<file path="src/rtl/boot_seq_pkg.sv">
// Shared definitions for the boot sequence controller.
//   state_e        : controller FSM states
//   FC_*           : fault_code encodings reported on fault
//   BOOT_SIGNATURE : value expected in boot ROM word 0
//   word_addr()    : converts an 8-bit word index to a ROM byte address (index on bits [9:2])
package boot_seq_pkg;

  typedef enum logic [3:0] {
    IDLE,
    KICK,
    WAIT_HASH,
    RD_SIG,
    CHK_SIG,
    RD_WORD,
    CAP_WORD,
    WR_WORD,
    DONE,
    FAULT
  } state_e;

  localparam logic [1:0] FC_NONE    = 2'b00;
  localparam logic [1:0] FC_TIMEOUT = 2'b01;
  localparam logic [1:0] FC_BAD_SIG = 2'b10;

  localparam logic [31:0] BOOT_SIGNATURE = 32'hCAFE_BABE;

  function automatic logic [31:0] word_addr(input logic [7:0] idx);
    return {22'd0, idx, 2'b00};
  endfunction

endpackage

</file>
<file path="src/rtl/boot_seq_timer.sv">
// Hash-wait timeout counter for boot_seq_ctrl. Only compiled when the
// BOOT_SEQ_TIMEOUT_EN macro is defined; the default build has no counter.
// Ports:
//   clk, rst_n  : clock, asynchronous active-low reset
//   clear_i     : synchronous clear (asserted the cycle before the wait starts)
//   enable_i    : count one per cycle while waiting
//   expired_o   : high in the wait cycle that completes TIMEOUT_CYCLES cycles
`ifdef BOOT_SEQ_TIMEOUT_EN
module boot_seq_timer #(
  parameter int TIMEOUT_CYCLES = 1024
) (
  input  logic clk,
  input  logic rst_n,
  input  logic clear_i,
  input  logic enable_i,
  output logic expired_o
);

  localparam int CW = $clog2(TIMEOUT_CYCLES + 1);
  localparam logic [CW-1:0] LIMIT = CW'(TIMEOUT_CYCLES - 1);

  logic [CW-1:0] cnt_q, cnt_d;

  // Counter holds at LIMIT so it can never wrap if the FSM lingers.
  always_comb begin
    cnt_d = cnt_q;
    if (clear_i) begin
      cnt_d = '0;
    end else if (enable_i && (cnt_q != LIMIT)) begin
      cnt_d = cnt_q + CW'(1);
    end
  end

  always_ff @(posedge clk or negedge rst_n) begin
    if (!rst_n) begin
      cnt_q <= '0;
    end else begin
      cnt_q <= cnt_d;
    end
  end

  // cnt_q counts completed wait cycles, so the last permitted cycle sees LIMIT.
  assign expired_o = enable_i && (cnt_q == LIMIT);

endmodule
`endif

</file>
<file path="src/rtl/boot_seq_ctrl.sv">
// Boot sequence controller: kicks the boot ROM, waits for its hash check,
// verifies the signature in ROM word 0, copies COPY_WORDS firmware words to
// DEST_BASE over a valid/ready write port, then releases the CPU reset.
// Optional feature: define BOOT_SEQ_TIMEOUT_EN to fault (fault_code 01) when
// the hash wait lasts TIMEOUT_CYCLES cycles; otherwise the wait is unbounded.
// Ports:
//   clk, rst_n                 : clock, asynchronous active-low reset
//   start                      : single-cycle boot request (honoured in IDLE only)
//   rom_cs/rom_read_en/rom_addr: one-cycle ROM read requests
//   rom_data                   : ROM read data, valid the cycle after a request
//   rom_hash_valid/boot_ready  : ROM status, both needed to leave the hash wait
//   cpy_valid/ready/addr/data  : firmware copy write channel
//   cpu_rst_n                  : 1 once boot succeeded
//   busy/done/fault/fault_code : sequence status (done/fault sticky until reset)
module boot_seq_ctrl
  import boot_seq_pkg::*;
#(
  parameter int          COPY_WORDS     = 16,
  parameter logic [31:0] DEST_BASE      = 32'h8000_0000,
  parameter int          TIMEOUT_CYCLES = 1024
) (
  input  logic        clk,
  input  logic        rst_n,
  input  logic        start,
  output logic        rom_cs,
  output logic        rom_read_en,
  output logic [31:0] rom_addr,
  input  logic [31:0] rom_data,
  input  logic        rom_hash_valid,
  input  logic        rom_boot_ready,
  output logic        cpy_valid,
  input  logic        cpy_ready,
  output logic [31:0] cpy_addr,
  output logic [31:0] cpy_data,
  output logic        cpu_rst_n,
  output logic        busy,
  output logic        done,
  output logic        fault,
  output logic [1:0]  fault_code
);

  localparam logic [7:0] LAST_IDX = 8'(COPY_WORDS);

  state_e      state_q;
  logic [7:0]  idx_q;
  logic        rom_cs_q, rom_rd_q;
  logic [31:0] rom_addr_q;
  logic        cpy_valid_q;
  logic [31:0] cpy_addr_q, cpy_data_q;
  logic        cpu_rst_n_q, busy_q, done_q, fault_q;
  logic [1:0]  fault_code_q;

`ifdef BOOT_SEQ_TIMEOUT_EN
  logic tmo_expired;

  // Cleared while in KICK so the count starts at zero on WAIT_HASH entry.
  boot_seq_timer #(
    .TIMEOUT_CYCLES(TIMEOUT_CYCLES)
  ) u_timer (
    .clk      (clk),
    .rst_n    (rst_n),
    .clear_i  (state_q == KICK),
    .enable_i (state_q == WAIT_HASH),
    .expired_o(tmo_expired)
  );
`else
  logic unused_timeout;
  assign unused_timeout = (TIMEOUT_CYCLES != 0);
`endif

  // Outputs are registered: each transition loads the values the next state drives.
  always_ff @(posedge clk or negedge rst_n) begin
    if (!rst_n) begin
      state_q      <= IDLE;
      idx_q        <= 8'd0;
      rom_cs_q     <= 1'b0;
      rom_rd_q     <= 1'b0;
      rom_addr_q   <= '0;
      cpy_valid_q  <= 1'b0;
      cpy_addr_q   <= '0;
      cpy_data_q   <= '0;
      cpu_rst_n_q  <= 1'b0;
      busy_q       <= 1'b0;
      done_q       <= 1'b0;
      fault_q      <= 1'b0;
      fault_code_q <= FC_NONE;
    end else begin
      // ROM requests last exactly one cycle unless a transition re-arms them.
      rom_cs_q   <= 1'b0;
      rom_rd_q   <= 1'b0;
      rom_addr_q <= '0;
      case (state_q)
        IDLE: begin
          if (start) begin
            state_q  <= KICK;
            rom_cs_q <= 1'b1;
            rom_rd_q <= 1'b1;
            busy_q   <= 1'b1;
          end
        end
        KICK: state_q <= WAIT_HASH;
        WAIT_HASH: begin
          if (rom_hash_valid && rom_boot_ready) begin
            state_q  <= RD_SIG;
            rom_cs_q <= 1'b1;
            rom_rd_q <= 1'b1;
          end
`ifdef BOOT_SEQ_TIMEOUT_EN
          else if (tmo_expired) begin
            state_q      <= FAULT;
            fault_q      <= 1'b1;
            fault_code_q <= FC_TIMEOUT;
            busy_q       <= 1'b0;
          end
`endif
        end
        RD_SIG: state_q <= CHK_SIG;
        CHK_SIG: begin
          if (rom_data == BOOT_SIGNATURE) begin
            state_q    <= RD_WORD;
            idx_q      <= 8'd1;
            rom_cs_q   <= 1'b1;
            rom_rd_q   <= 1'b1;
            rom_addr_q <= word_addr(8'd1);
          end else begin
            state_q      <= FAULT;
            fault_q      <= 1'b1;
            fault_code_q <= FC_BAD_SIG;
            busy_q       <= 1'b0;
          end
        end
        RD_WORD: state_q <= CAP_WORD;
        CAP_WORD: begin
          state_q     <= WR_WORD;
          cpy_data_q  <= rom_data;
          cpy_addr_q  <= DEST_BASE + word_addr(idx_q - 8'd1);
          cpy_valid_q <= 1'b1;
        end
        WR_WORD: begin
          if (cpy_ready) begin
            cpy_valid_q <= 1'b0;
            if (idx_q == LAST_IDX) begin
              state_q     <= DONE;
              done_q      <= 1'b1;
              cpu_rst_n_q <= 1'b1;
              busy_q      <= 1'b0;
            end else begin
              state_q    <= RD_WORD;
              idx_q      <= idx_q + 8'd1;
              rom_cs_q   <= 1'b1;
              rom_rd_q   <= 1'b1;
              rom_addr_q <= word_addr(idx_q + 8'd1);
            end
          end
        end
        DONE:    state_q <= DONE;
        FAULT:   state_q <= FAULT;
        default: state_q <= IDLE;
      endcase
    end
  end

  assign rom_cs      = rom_cs_q;
  assign rom_read_en = rom_rd_q;
  assign rom_addr    = rom_addr_q;
  assign cpy_valid   = cpy_valid_q;
  assign cpy_addr    = cpy_addr_q;
  assign cpy_data    = cpy_data_q;
  assign cpu_rst_n   = cpu_rst_n_q;
  assign busy        = busy_q;
  assign done        = done_q;
  assign fault       = fault_q;
  assign fault_code  = fault_code_q;

endmodule

</file>
<file path="config.mk">
export PLATFORM = sky130hd
export DESIGN_NAME = boot_seq_ctrl
export DESIGN_NICKNAME = d
export VERILOG_FILES = /design/src/rtl/boot_seq_pkg.sv /design/src/rtl/boot_seq_timer.sv /design/src/rtl/boot_seq_ctrl.sv
export SDC_FILE = /design/constraint.sdc
export NUM_CORES = 1
export LEC_CHECK = 0
export BUFFER_PORTS_ARGS = -buffer_cell sky130_fd_sc_hd__buf_2
export CAP_MARGIN = 0
export CORE_ASPECT_RATIO = 2
export CORE_MARGIN = 4
export CORE_UTILIZATION = 52
export CTS_CLUSTER_SIZE = 20
export DETAILED_ROUTE_END_ITERATION = 8
export PLACE_DENSITY = 0.86
export SLEW_MARGIN = 25
export SYNTH_ARGS = -nofsm -noshare
export SYNTH_HDL_FRONTEND = slang
export SYNTH_SLANG_ARGS = --single-unit
</file>
<file path="constraint.sdc">
create_clock -name clk -period 3.9 [get_ports clk]
set_clock_uncertainty 0.1 [all_clocks]
set_input_delay 0.585 -clock clk [delete_from_list [all_inputs] [get_ports clk]]
set_output_delay 0.585 -clock clk [all_outputs]
set_load 0.1 [all_outputs]
</file>
==> run metrics <==
Area after DPL 3660 µm²; Post-CTS Hold Fix Bufs 0; Top FF cell, synth dfrtp_1; fmax 0.519 GHz; Clock Tree Buf Depth 2; Final HPWL DP 5580 µm; Post-DRT Antenna Nets 0; DIE AREA 7940 µm²; reg2reg setup slack 1970 ps; Tmin final 1930 ps; register bit total from synthesis 66; post-CTS setup buffer count 0; Synth async-reset ratio 100%; IO buf count 94; I/O pins 143; FF-to-FF path depth 6; sequential cell area 1650 µm²; area of the multi-input gates 1400 µm²; startpoint types register; Num CTS Buffers 9; crit path capture type register; router iterations before antenna repair 4; net count reported at finish 483; Netlist cell types 51; fraction of layout instances using a drive strength above 1 26.9%; source of the worst register-to-register timing path idx_q[0]$_DFFE_PN0P_; Clock transition at path regs 50 ps; Diodes inserted 0; Num Clock Sinks 66; R2R Path End idx_q[7]$_DFFE_PN0P_; synthesized area per cell 9.43 µm²; final setup violating endpoints 0; Core Area 6310 µm²; Ys Warns 0; GRT Overall Usage 19.1%; final hold slack 156 ps; initial antenna violation count 0; status completed; crit path kind reg -> reg; fillers 533; Post-synth EDFFs 0; path type of the worst min-delay path in -> async; Setup TNS Final 0 ps; final wirelength 7550 µm; drt via density 5.05; Die Ht 122 µm; Slew headroom 61.7%; row count 41; WL/cell 14.2 µm; post-route cell area 3920 µm²; # resized after CTS 0; sequential element share of the synthesized area 48.8%; number of remaining DRC errors 0; actual slew at the worst max-slew pin 574 ps; htree depth 3; Placer Congestion 0.835; endpoints failing hold 0; first-pass GRT wire length 11,600 µm; Max Slew Vio Count 0; Critical Path Source idx_q[0]$_DFFE_PN0P_; unrepaired setup endpoints after global routing no; largest net degree at the start of global routing 50; Worst Path Required 4010 ps; synthesized instance count 359; Die Wd 65.1 µm; CTS tree built; WP data arrival 2030 ps; period utilization 49.4%; Root Driver clkbuf_16; Overflow after GRT 0; Critical Path End idx_q[7]$_DFFE_PN0P_; DR iter-0 viols 158; max-cap violations 0; Layout area overhead 15.6%; vias in the first global route 2,505; vias after detailed routing 2,688; Max Fanout on Critical Path 17; Initial Util 53.7%; clk_lat worst skew 330 ps; Synth Cell Area 3390 µm²
-- routing by layer --
layer	vias up	track usage [%]	share of wire (%)
li1	1251	-	-
met1	1268	19.6	34
met2	148	35.3	55
met3	21	3.51	8.1
met4	0	10.8	3.4
met5	-	0	0
-- cells in the mapped netlist, types with 2 or more instances --
cell | number | area (µm²)
xnor2_1 | 6 | 52.6
buf_6 | 3 | 33.8
a211oi_1 | 2 | 15.0
or3_1 | 2 | 12.5
xor2_1 | 4 | 35.0
a21o_1 | 2 | 15.0
ha_1 | 2 | 25.0
a31o_1 | 5 | 43.8
buf_2 | 11 | 55.1
nor2b_1 | 2 | 12.5
nor2_1 | 12 | 45.0
a31oi_1 | 5 | 31.3
dfrtp_1 | 66 | 1650
o22ai_1 | 2 | 12.5
a21oi_1 | 3 | 15.0
o21bai_1 | 2 | 15.0
a21oi_2 | 2 | 17.5
nor3_1 | 5 | 25.0
o21ai_1 | 2 | 10.0
o21ai_0 | 10 | 50.1
nand4b_1 | 2 | 17.5
nand4_1 | 3 | 18.8
nand2_1 | 113 | 424
inv_1 | 4 | 15.0
clkbuf_1 | 2 | 7.51
nand4bb_1 | 4 | 45.0
buf_4 | 53 | 398
nand3_1 | 5 | 25.0
and2_1 | 3 | 18.8
-- placed cells by master (no fill, tap or decap), drive strengths merged, types with 2 or more instances in the layout --
cell type	n
inv	4
o22ai	2
nor3	5
o21ai	12
a211oi	2
conb	48
nand4	3
nor3b	3
ha	2
or3	2
nor2	12
xnor2	6
o21bai	2
nand3	6
and2	3
dfrtp	66
nand4bb	4
a21o	2
nor2b	2
nand2	113
buf	96
xor2	4
a31o	6
nand4b	3
a31oi	5
a21oi	5
clkbuf	14
nor4	2
-- cell families (layout without fill, tap and decap cells) --
| logic type | count (synthesis) | in the layout | synth area share [%] |
|---|---|---|---|
| buf+inv | 74 | 114 | 15.2 |
| other cells | 1 | 48 | 0.111 |
| flops | 66 | 66 | 48.8 |
| fa+ha+maj | 2 | 2 | 0.739 |
| simple gates | 164 | 164 | 23.9 |
| compound gates | 42 | 42 | 8.68 |
| xor+xnor | 10 | 10 | 2.59 |
-- worst max-delay path, cell delays in order, from the launching register on --
cell	delay [ps]
dfrtp_1	460
inv_1	90
ha_1	230
nor3b_4	180
a211o_4	430
and2_1	190
o2bb2ai_1	120
-- flip-flops by register name, summed over array words and instances (netlist names) --
register,count
cpy_valid,1
cpy_data,32
rom_read_en,1
idx_q,8
rom_addr,8
state_q,4
done,1
busy,1
fault_code,1
cpy_addr,9
-- area by class of cell --
class / count / share of cell area (%)
clock buffers: 14 / 6.49
inverters: 4 / 0.384
multi-input cells: 266 / 35.7
flip-flops and latches: 66 / 42.2
well taps: 86 / 2.75
repair buffers: 96 / 12.5
-- how the worst min path moves through the flow --
stage                               end  slack (ps)  depth (start not counted)
6_report               done$_DFFE_PN0P_         160                          1
5_1_grt         cpy_data[0]$_DFFE_PN0P_         210                          1
4_1_cts        cpy_data[16]$_DFFE_PN0P_         350                          3
3_5_place_dp   cpy_addr[31]$_DFFE_PN0P_         360                          1
3_3_place_gp   cpy_addr[31]$_DFFE_PN0P_         350                          1
2_1_floorplan          busy$_DFFE_PN0P_         190                          0
-- per-stage QoR --
step | worst slack, ps | util (%) | cells
after floorplan | 1880 | - | 406
after global placement | 1740 | 58.0 | 518
after detailed placement | 1700 | 58.0 | 518
after CTS | 1660 | 62.0 | 532
after global routing | 1880 | 62.0 | 532
final | 1970 | 62.0 | 532
Power is not shown: default switching activity piles up to over one toggle a cycle in this logic, so the estimate is an artifact.
